===== src/rtl/ram_ctrl_pkg.sv =====
`default_nettype none
// ============================================================================
// ram_ctrl_pkg : shared RAM geometry, lane masks and default entry tables
// Rev 1.0
// ============================================================================
package ram_ctrl_pkg;

   localparam int RAM_AW     = 4;
   localparam int RAM_DW     = 32;
   localparam int LANE_W     = 16;
   localparam int MAX_RD_LEN = 8;
   localparam int IDX_W      = $clog2(MAX_RD_LEN);

   localparam logic [1:0] STRB_LO  = 2'b01;
   localparam logic [1:0] STRB_HI  = 2'b10;
   localparam logic [1:0] STRB_ALL = 2'b11;

   localparam int                DEF_RD_LEN   = 5;
   localparam logic [4*5-1:0]    DEF_ADDR_SEQ = {4'd8, 4'd6, 4'd4, 4'd2, 4'd0};
   localparam logic [2*5-1:0]    DEF_STRB_SEQ = {STRB_LO, STRB_ALL, STRB_ALL, STRB_ALL, STRB_ALL};

   typedef enum logic [1:0] {
      ST_IDLE  = 2'd0,
      ST_ISSUE = 2'd1,
      ST_DRAIN = 2'd2
   } rd_state_e;

   // Unselected half-word lanes read back as zero.
   function automatic logic [RAM_DW-1:0] apply_strb(input logic [RAM_DW-1:0] d,
                                                    input logic [1:0]        s);
      return {s[1] ? d[RAM_DW-1:LANE_W] : {LANE_W{1'b0}},
              s[0] ? d[LANE_W-1:0]      : {LANE_W{1'b0}}};
   endfunction

endpackage
`default_nettype wire


===== src/rtl/ram_rd_control_stream_if.sv =====
`default_nettype none
// ============================================================================
// ram_rd_control_stream_if : control, RAM read port and output beat stream
// Rev 1.0
// ============================================================================
interface ram_rd_control_stream_if;
   import ram_ctrl_pkg::*;

   logic              start;
   logic              busy;
   logic              done;
   logic              ram_rd_en;
   logic [RAM_AW-1:0] ram_rd_addr;
   logic [RAM_DW-1:0] ram_rd_data;
   logic              out_vld;
   logic              out_rdy;
   logic              out_sop;
   logic              out_eop;
   logic [RAM_DW-1:0] out_data;

   modport master (
      input  start, ram_rd_data, out_rdy,
      output busy, done, ram_rd_en, ram_rd_addr, out_vld, out_sop, out_eop, out_data
   );

   modport slave (
      output start, ram_rd_data, out_rdy,
      input  busy, done, ram_rd_en, ram_rd_addr, out_vld, out_sop, out_eop, out_data
   );
endinterface
`default_nettype wire


===== src/rtl/ram_rd_control_stream_skid_fifo.sv =====
`default_nettype none
// ============================================================================
// ram_rd_skid_fifo : 2-entry synchronous FIFO absorbing the RAM read latency
// Rev 1.0
// ============================================================================
module ram_rd_skid_fifo #(
   parameter int W = 32
) (
   input  logic         clk,
   input  logic         rst_n,
   input  logic         push_i,
   input  logic         pop_i,
   input  logic [W-1:0] din_i,
   output logic [W-1:0] dout_o,
   output logic [1:0]   cnt_o,
   output logic         empty_o,
   output logic         full_o
);
   logic [W-1:0] mem_q [2];
   logic         wr_ptr_q;
   logic         rd_ptr_q;
   logic [1:0]   cnt_q;
   logic         do_push;
   logic         do_pop;

   // A push into a full buffer is only taken when a pop frees a slot that cycle.
   assign do_pop  = pop_i & (cnt_q != 2'd0);
   assign do_push = push_i & ((cnt_q != 2'd2) | do_pop);

   always_ff @(posedge clk) begin
      if (!rst_n) begin
         mem_q[0] <= '0;
         mem_q[1] <= '0;
         wr_ptr_q <= 1'b0;
         rd_ptr_q <= 1'b0;
         cnt_q    <= 2'd0;
      end else begin
         if (do_push) begin
            mem_q[wr_ptr_q] <= din_i;
            wr_ptr_q        <= ~wr_ptr_q;
         end
         if (do_pop) begin
            rd_ptr_q <= ~rd_ptr_q;
         end
         case ({do_push, do_pop})
            2'b10:   cnt_q <= cnt_q + 2'd1;
            2'b01:   cnt_q <= cnt_q - 2'd1;
            default: cnt_q <= cnt_q;
         endcase
      end
   end

   assign dout_o  = mem_q[rd_ptr_q];
   assign cnt_o   = cnt_q;
   assign empty_o = (cnt_q == 2'd0);
   assign full_o  = (cnt_q == 2'd2);
endmodule
`default_nettype wire


===== src/rtl/ram_rd_control_stream.sv =====
`default_nettype none
// ============================================================================
// ram_rd_control_stream : reads a fixed RAM entry sequence, emits one packet
// Rev 1.0
// ============================================================================
module ram_rd_control_stream
   import ram_ctrl_pkg::*;
#(
   parameter int                  RD_LEN   = DEF_RD_LEN,
   parameter logic [4*RD_LEN-1:0] ADDR_SEQ = DEF_ADDR_SEQ,
   parameter logic [2*RD_LEN-1:0] STRB_SEQ = DEF_STRB_SEQ
) (
   input  logic                      clk,
   input  logic                      rst_n,
   ram_rd_control_stream_if.master   bus
);
   localparam logic [IDX_W-1:0] LAST_IDX = IDX_W'(RD_LEN - 1);

   rd_state_e          state_q;
   logic [IDX_W-1:0]   rd_idx_q;
   logic [IDX_W-1:0]   cap_idx_q;
   logic [IDX_W-1:0]   out_idx_q;
   logic               inflight_q;
   logic               busy_q;
   logic               done_q;

   logic               rd_en;
   logic               push;
   logic               pop;
   logic [2:0]         occ;
   logic [RAM_DW-1:0]  push_data;
   logic [RAM_DW-1:0]  fifo_dout;
   logic [1:0]         fifo_cnt;
   logic               fifo_empty;
   logic               fifo_full;
   logic               fifo_vld;

   logic [RAM_AW-1:0]  addr_tab [MAX_RD_LEN];
   logic [1:0]         strb_tab [MAX_RD_LEN];

   // Unused table slots are padded so every index value is well defined.
   for (genvar k = 0; k < MAX_RD_LEN; k++) begin : g_tab
      if (k < RD_LEN) begin : g_used
         assign addr_tab[k] = ADDR_SEQ[4*k +: 4];
         assign strb_tab[k] = STRB_SEQ[2*k +: 2];
      end else begin : g_pad
         assign addr_tab[k] = '0;
         assign strb_tab[k] = '0;
      end
   end

   assign fifo_vld  = ~fifo_empty;
   assign pop       = fifo_vld & bus.out_rdy;
   assign push      = inflight_q;
   assign push_data = apply_strb(bus.ram_rd_data, strb_tab[cap_idx_q]);

   // Credit: buffered + in-flight beats, less the one leaving, must stay below 2.
   assign occ   = {1'b0, fifo_cnt} + {2'b00, inflight_q} - {2'b00, pop};
   assign rd_en = (state_q == ST_ISSUE) & (occ < 3'd2);

   ram_rd_skid_fifo #(
      .W (RAM_DW)
   ) u_fifo (
      .clk     (clk),
      .rst_n   (rst_n),
      .push_i  (push),
      .pop_i   (pop),
      .din_i   (push_data),
      .dout_o  (fifo_dout),
      .cnt_o   (fifo_cnt),
      .empty_o (fifo_empty),
      .full_o  (fifo_full)
   );

   always_ff @(posedge clk) begin
      if (!rst_n) begin
         state_q    <= ST_IDLE;
         rd_idx_q   <= '0;
         cap_idx_q  <= '0;
         out_idx_q  <= '0;
         inflight_q <= 1'b0;
         busy_q     <= 1'b0;
         done_q     <= 1'b0;
      end else begin
         done_q     <= 1'b0;
         inflight_q <= rd_en;
         if (rd_en) rd_idx_q  <= rd_idx_q + 1'b1;
         if (push)  cap_idx_q <= cap_idx_q + 1'b1;
         if (pop)   out_idx_q <= out_idx_q + 1'b1;
         case (state_q)
            ST_IDLE: begin
               if (bus.start && !busy_q && !done_q) begin
                  state_q   <= ST_ISSUE;
                  rd_idx_q  <= '0;
                  cap_idx_q <= '0;
                  out_idx_q <= '0;
                  busy_q    <= 1'b1;
               end
            end
            ST_ISSUE: begin
               if (rd_en && rd_idx_q == LAST_IDX) state_q <= ST_DRAIN;
            end
            ST_DRAIN: begin
               if (pop && out_idx_q == LAST_IDX) begin
                  state_q <= ST_IDLE;
                  done_q  <= 1'b1;
                  busy_q  <= 1'b0;
               end
            end
            default: state_q <= ST_IDLE;
         endcase
      end
   end

   assign bus.busy        = busy_q;
   assign bus.done        = done_q;
   assign bus.ram_rd_en   = rd_en;
   assign bus.ram_rd_addr = rd_en ? addr_tab[rd_idx_q] : '0;
   assign bus.out_vld     = fifo_vld;
   assign bus.out_data    = fifo_dout;
   assign bus.out_sop     = fifo_vld & (out_idx_q == '0);
   assign bus.out_eop     = fifo_vld & (out_idx_q == LAST_IDX);
endmodule
`default_nettype wire


===== src/flat_wrapper.sv =====
// flat-port wrapper written by rule: the top's interface ports become plain ports
module ram_rd_control_stream_flat import ram_ctrl_pkg::*;
#(
   parameter int                  RD_LEN   = DEF_RD_LEN,
   parameter logic [4*RD_LEN-1:0] ADDR_SEQ = DEF_ADDR_SEQ,
   parameter logic [2*RD_LEN-1:0] STRB_SEQ = DEF_STRB_SEQ
)
  (clk, rst_n, bus_start, bus_ram_rd_data, bus_out_rdy, bus_busy, bus_done, bus_ram_rd_en, bus_ram_rd_addr, bus_out_vld, bus_out_sop, bus_out_eop, bus_out_data);
  ram_rd_control_stream_if bus_i ();
  input  logic clk;
  input  logic rst_n;
  input wire logic [$bits(bus_i.start)-1:0] bus_start;
  input wire logic [$bits(bus_i.ram_rd_data)-1:0] bus_ram_rd_data;
  input wire logic [$bits(bus_i.out_rdy)-1:0] bus_out_rdy;
  output wire logic [$bits(bus_i.busy)-1:0] bus_busy;
  output wire logic [$bits(bus_i.done)-1:0] bus_done;
  output wire logic [$bits(bus_i.ram_rd_en)-1:0] bus_ram_rd_en;
  output wire logic [$bits(bus_i.ram_rd_addr)-1:0] bus_ram_rd_addr;
  output wire logic [$bits(bus_i.out_vld)-1:0] bus_out_vld;
  output wire logic [$bits(bus_i.out_sop)-1:0] bus_out_sop;
  output wire logic [$bits(bus_i.out_eop)-1:0] bus_out_eop;
  output wire logic [$bits(bus_i.out_data)-1:0] bus_out_data;
  assign bus_i.start = bus_start;
  assign bus_i.ram_rd_data = bus_ram_rd_data;
  assign bus_i.out_rdy = bus_out_rdy;
  assign bus_busy = bus_i.busy;
  assign bus_done = bus_i.done;
  assign bus_ram_rd_en = bus_i.ram_rd_en;
  assign bus_ram_rd_addr = bus_i.ram_rd_addr;
  assign bus_out_vld = bus_i.out_vld;
  assign bus_out_sop = bus_i.out_sop;
  assign bus_out_eop = bus_i.out_eop;
  assign bus_out_data = bus_i.out_data;
  ram_rd_control_stream #(.RD_LEN(RD_LEN), .ADDR_SEQ(ADDR_SEQ), .STRB_SEQ(STRB_SEQ)) u_core (.clk(clk), .rst_n(rst_n), .bus(bus_i));
endmodule

===== config.mk =====
export PLATFORM = sky130hd
export DESIGN_NAME = ram_rd_control_stream_flat
export DESIGN_NICKNAME = d
export VERILOG_FILES = /design/src/rtl/ram_ctrl_pkg.sv /design/src/rtl/ram_rd_control_stream_if.sv /design/src/rtl/ram_rd_control_stream_skid_fifo.sv /design/src/rtl/ram_rd_control_stream.sv /design/src/flat_wrapper.sv
export SDC_FILE = /design/constraint.sdc
export NUM_CORES = 1
export LEC_CHECK = 0
export CAP_MARGIN = 0
export CORE_MARGIN = 2
export CORE_UTILIZATION = 30
export DETAILED_ROUTE_END_ITERATION = 6
export PLACE_DENSITY = 0.53
export SYNTH_ARGS = -nofsm -noshare
export SYNTH_HDL_FRONTEND = slang
export SYNTH_SLANG_ARGS = --single-unit

===== constraint.sdc =====
create_clock -name clk -period 3.6 [get_ports clk]
set_input_delay 0.54 -clock clk [delete_from_list [all_inputs] [get_ports clk]]
set_output_delay 0.54 -clock clk [all_outputs]
set_load 0.01 [all_outputs]

==> results of run 1 <==
==> critical path, delay by kind of cell <==
kind	cells	cell delay (ps)
AOI/OAI and AO/OA	1	110
buffers and inverters	3	1030
and+or+nand+nor	3	390
adders and majority gates	2	820
==> metrics by stage <==
step	total power, µW	instances	util, %
CTS	3160	580	40.3
global placement	2250	564	38.0
floorplan	1830	326	-
finish	3120	580	40.4
detailed placement	2270	564	38.0
global route	3290	580	40.4
==> flip-flops by register name, indices dropped and copies added, names as in the netlist, named ones only <==
signal / count
u_core.bus.busy: 1
u_core.bus.done: 1
u_core.cap_idx_q: 3
u_core.inflight_q: 1
u_core.out_idx_q: 3
u_core.rd_idx_q: 3
u_core.state_q: 2
u_core.u_fifo.cnt_o: 2
u_core.u_fifo.mem_q: 64
u_core.u_fifo.rd_ptr_q: 1
u_core.u_fifo.wr_ptr_q: 1
==> repair_timing <==
action / in CTS / in global routing
hold buffers: 0 / 0
endpoints found under the hold margin: 0 / 0
endpoints found under the setup margin: 3 / 2
resized for setup: 3 / 2
==> how the worst max path moves through the flow <==
stage | from | end | slack (ps) | cells past startpoint
2_1_floorplan | bus_out_rdy | bus_ram_rd_addr[1] | 470 | 9
3_3_place_gp | bus_out_rdy | bus_ram_rd_addr[3] | 10 | 9
3_5_place_dp | bus_out_rdy | bus_ram_rd_addr[3] | -10 | 9
4_1_cts | bus_out_rdy | bus_ram_rd_addr[3] | 30 | 9
5_1_grt | bus_out_rdy | bus_ram_rd_en | 10 | 9
6_report | bus_out_rdy | bus_ram_rd_en | 160 | 9
==> cells in the mapped netlist (2+ instances only) <==
cell       n  area (µm²)
xnor2_1    3        26.3
xor2_1     5        43.8
inv_1     11        41.3
ha_1       7        87.6
nor4_1     2        12.5
edfxtp_1  64        1920
a21oi_1    4        20.0
and2_1     2        12.5
buf_2      9        45.0
dfxtp_1   19         380
nand3b_1   2        15.0
clkbuf_1   3        11.3
nand2_1   24        90.1
nor2_1    76         285
o211a_1    2        20.0
buf_6      8        90.1
a211oi_1   2        15.0
nor3_1     2        10.0
mux2i_1    2        20.0
o21ai_0    3        15.0
nand2b_1  18         113
o31ai_1    2        15.0
mux2_2    32         360
==> area by class of cell <==
class                      count  share of cell area (%)
clock inverter                 7                    1.10
clock buffer                   9                    4.40
sequential                    83                    45.0
multi-input combinational    211                    28.0
timing repair buffer          87                    16.5
inverter                      11                   0.807
tap                          172                    4.21
==> power groups by stage <==
| stage | Clock, µW | Sequential, µW | Combinational, µW |
|---|---|---|---|
| floorplan | 0 | 1210 | 627 |
| global placement | 0 | 1210 | 1040 |
| detailed placement | 0 | 1220 | 1050 |
| CTS | 899 | 1200 | 1060 |
| global route | 934 | 1210 | 1150 |
| finish | 869 | 1200 | 1050 |
==> layer usage <==
| layer | global-route usage (%) | vias to the layer above |
|---|---|---|
| li1 | - | 1270 |
| met1 | 15.0 | 1276 |
| met2 | 21.1 | 67 |
| met3 | 4.39 | 9 |
| met4 | 3.92 | 0 |
| met5 | 0 | - |
==> cells by family after synthesis <==
logic type	count (synthesis)	share of synthesized area [%]
AO/OA/AOI/OAI	22	4.41
adder cells (fa/ha/maj)	8	2.75
AND/OR/NAND/NOR	137	17.2
other	1	0.0958
XOR/XNOR	8	1.79
flip-flops	83	58.8
buffers and inverters	32	4.99
multiplexers	35	10.0
==> flow_summary_export.csv, run 1 <==
group,metric,value,unit
outcome,status,"completed",
drt,wl_met3,462,µm
clocking,clk_pin_slew,60,ps
global_route,first_global_vias,2769,
die,coreArea,12700,µm²
setup_path,crit_required,3060,ps
yosys,synth_seq_cells,83,
setup_path,r2r_slack,990,ps
layout,fin_area,5110,µm²
yosys,synth_edf_count,64,
timing,rsz0062_at_grt,"no",
clocking,post_cts_buffers,0,
clocking,cts.path.max_buffers,2,
drt,finalWirelength,8340,µm
layout,final_net_count,447,
timing,maxSlewHeadroom,55.0,%
worst_hold_path,hold_path.class,"flip-flop to flip-flop",
clocking,clock_latency,340,ps
die,rows,41,
yosys,synth-seq-area-share,58.8,%
global_route,overflow,0,
pwr,power_frac_clock,27.8,%
clocking,cts_sinks,83,
layout,drive_above_1_share,17.4,%
die,io_pins,78,
clocking,cts_tree,"done",
setup_path,end_kind,"primary output",
die,die_x,118,µm
yosys,avgSynthCellArea,12.0,µm²
layout,fillCellCount,1277,
yosys,synthCells,326,
setup_path,cp-start-kind,"input port",
timing,timing.final.ws_setup,162,ps
drt,drc,0,
clocking,htreeDepth,3,
drt,drtAntennaViolNets,0,
setup_path,critPathMaxStageDelay,540,ps
pwr,intPower,2180,µW
job,max_cap_violations,0,
worst_hold_path,hold_depth,2,
pwr,powerDensity,610,nW/µm²
global_route,antenna_found_initial,0,
setup_path,crit_chain,"clkdlybuf4s50_1, o21ai_1, inv_1, ha_1, nand2b_1, fa_1, nand3b_4, nor2_1, clkdlybuf4s50_1",
placed_design,dpl.hpwl,5080,µm
setup_path,path_class,"input port to primary output",
pwr,comb_power_share,33.8,%
timing,hold_viol_final,0,
timing,fin_crit,3440,ps
drt,num_vias,2622,
drt,detail_route.wl_per_cell,14.4,µm
pwr,leakagePower,0.00198,µW
placed_design,place_area,4820,µm²
pwr,switching_power,937,µW
layout,final_common_cell,"nor2_1",
setup_path,crit_fanout,6,
timing,finalMaxSlewViolations,0,
pwr,seq_power_share,38.4,%
placed_design,portBuffers,76,
drt,dr.first_iter.drc_count,148,
yosys,yosys_most_used_dff,"edfxtp_1",
layout,multi_input_area,1430,µm²
layout,layout.area.seq,2300,µm²
global_route,grt_max_degree,33,
setup_path,critical_path_arrival,2900,ps
layout,final_cell_mix,"nor2_1, clkdlybuf4s50_1, edfxtp_1",
clocking,clockRootBuffer,"clkbuf_16",
setup_path,r2r-start,"u_core.u_fifo.cnt_o[0]",
setup_path,cp_slowest_cell,"fa_1",
yosys,synth_async_sr_flop_share,0,%
placed_design,dp_slack,-13.3,ps
timing,worst_slew_pin_slew,675,ps
worst_hold_path,worstHoldStart,"u_core.u_fifo.rd_ptr_q",
yosys,syn_nets,370,
clocking,cts_buffers,9,
drt,dr.pass1.iters,4,
timing,fin_worst_skew,8.01,ps
yosys,ys_warn_count,0,
layout,syn_to_final_growth,30.6,%
timing,final-setup-viol-count,0,
die,die_y,118,µm
drt,topRoutingLayerUsed,"met4",
global_route,grt_usage,12.5,%
drt,wl_met2,4070,µm
die,dieArea,14000,µm²
drt,viasPerCell,4.52,
timing,clock.fmax,291,MHz
setup_path,rr_endpoint,"u_core.rd_idx_q[2]",
pwr,max-vdd-ir-drop,0.000427,V
yosys,synth_cell_types,47,
layout,diodes,0,
die,initial_utilization,30.9,%
timing,fin_crit_sh,95.5,%
yosys,syn-cell-area,3920,µm²
setup_path,critPathMostFrequentCell,"clkdlybuf4s50_1",
timing,hold_ws,511,ps
drt,wl_met1,3690,µm
placed_design,finalWeightedCongestion,0.740,
global_route,grt_pass1_wl,13700,µm
pwr,swShare,30.0,%
setup_path,worstRegToRegCells,9,
timing,setup_tns,0,ps
No activity file was read; power rests on OpenSTA's default activity.
==> run 2, diff against run 1 <==
Settings changed: MAX_ROUTING_LAYER set to met4, RECOVER_POWER set to 25.
==> run 2 against run 1 <==
  * The flow now finishes with violations (max-capacitance violations, max-slew violations)
  * First-iteration DRC count rose by 0.68%
  * Register-to-register slack got worse by 250 ps
  * Via count down 0.11%
  * Wire length grew 0.25%
  * Critical endpoint unchanged
  * Largest power group unchanged
==> flow_summary_export.csv, run 2 (synthesis results as in run 1) <==
group,metric,value,unit
pwr,leakagePower,0.00197,µW
timing,maxSlewHeadroom,-15.2,%
timing,worst_slew_pin_slew,1730,ps
drt,dr.first_iter.drc_count,149,
pwr,max-vdd-ir-drop,0.000427,V
placed_design,portBuffers,76,
drt,finalWirelength,8360,µm
global_route,grt_max_degree,33,
setup_path,crit_chain,"clkdlybuf4s50_1, o21ai_1, inv_1, ha_1, nand2b_1, fa_1, nand3b_4, nor2_1, clkdlybuf4s50_1",
layout,largest_register_ffs,64,
drt,num_vias,2619,
layout,final_net_count,447,
setup_path,critPathMaxStageDelay,540,ps
layout,diodes,0,
drt,viasPerCell,4.52,
timing,clock.fmax,291,MHz
timing,hold_viol_final,0,
drt,dr.pass1.iters,4,
global_route,antenna_found_initial,0,
layout,syn_to_final_growth,29.3,%
timing,finalMaxSlewViolations,66,
setup_path,critPathMostFrequentCell,"clkdlybuf4s50_1",
global_route,grt_usage,12.9,%
pwr,powerDensity,614,nW/µm²
timing,fin_crit_sh,95.5,%
global_route,first_global_vias,2766,
placed_design,dpl.hpwl,5080,µm
job,max_cap_violations,2,
clocking,cts_tree,"done",
setup_path,critPathBufInv,3,
outcome,status,"complete, but fails checks",
die,die_y,118,µm
die,rows,41,
timing,hold_ws,511,ps
global_route,overflow,0,
setup_path,r2r_slack,740,ps
layout,top_register,"u_core.u_fifo.mem_q",
worst_hold_path,hold_depth,2,
timing,fin_crit,3440,ps
timing,fin_worst_skew,7.80,ps
die,coreArea,12700,µm²
worst_hold_path,hold_path.class,"flip-flop to flip-flop",
setup_path,cp-start-kind,"input port",
setup_path,path_class,"input port to primary output",
global_route,grt_pass1_wl,13700,µm
timing,setup_tns,0,ps
clocking,htreeDepth,3,
setup_path,crit_fanout,6,
placed_design,finalWeightedCongestion,0.749,
outcome,violations,"max-capacitance violations, max-slew violations",
setup_path,cp_slowest_cell,"fa_1",
setup_path,critical_path_arrival,2900,ps
die,initial_utilization,30.9,%
die,io_pins,78,
clocking,post_cts_buffers,0,
drt,drtAntennaViolNets,0,
layout,final_common_cell,"nor2_1",
drt,detail_route.wl_per_cell,14.4,µm
setup_path,cpLargestDelayFamily,"buffers and inverters",
clocking,cts_buffers,9,
clocking,cts.path.max_buffers,2,
clocking,cts_sinks,83,
layout,final_cell_mix,"nor2_1, clkdlybuf4s50_1, edfxtp_1",
timing,rsz0062_at_grt,"no",
setup_path,worstRegToRegCells,5,
clocking,clk_pin_slew,60,ps
setup_path,cp.depth,9,
setup_path,crit_required,3060,ps
clocking,clock_latency,340,ps
layout,drive_above_1_share,15.4,%
drt,drc,0,
setup_path,end_kind,"primary output",
die,dieArea,14000,µm²
clocking,clockRootBuffer,"clkbuf_16",
die,die_x,118,µm
timing,final-setup-viol-count,0,
[run 2: report_power, final]
part	internal [µW]	switching (µW)	total, µW
sequential	1150	45.8	1200
combinational	546	493	1040
clock	477	394	871
total	2170	933	3110
[run 2: area by class of cell]
cell class              count  area [µm²]
well taps                 172         215
clock buffers               9         225
multi-input cells         211        1390
fillers                  1287        7610
flip-flops and latches     83        2300
clock inverters             7        56.3
inverters                  11        41.3
repair buffers             87         833
[run 2: worst min-delay path: stages (launching register included)]
cell,delay (ps)
dfxtp_1,320
xor2_1,80
nor2_1,80
[run 2: repair_timing]
action | 4_1_cts | 5_1_grt
hold buffers | 0 | 0
cloned | 0 | 0
setup endpoints to repair | 3 | 2
resized for setup | 3 | 2
[run 2: metrics by stage]
step	area (µm²)	setup WS, ps	util, %	std cells	power, µW
floorplan	3920	474	-	326	1830
global placement	4820	14.8	38.0	564	2250
detailed placement	4820	-13.3	38.0	564	2270
CTS	5100	27.7	40.3	580	3160
global route	5060	12.6	39.9	580	3270
finish	5060	163	39.9	580	3110
[run 2: routing by layer]
metal  track usage (%)  share of wire [%]  routed length [µm]
met1              15.1                 44                3660
met2              21.0                 49                4080
met3              4.25                6.1                 506
met4              3.92                1.4                 115
met5                 -                  0                   0
[run 2: worst paths after layout]
path,from,end
min reg2reg,u_core.u_fifo.rd_ptr_q,flip-flop
max,bus_out_rdy,bus_ram_rd_en
min,u_core.u_fifo.rd_ptr_q,flip-flop
max reg2reg,u_core.u_fifo.cnt_o[1],u_core.u_fifo.mem_q[1][31]
==> run 3, diff against run 2 <==
Settings changed: SLEW_MARGIN set to 20.
==> results of run 3 <==
No change in the layout: final DEF, timing and power equal those of run 2.
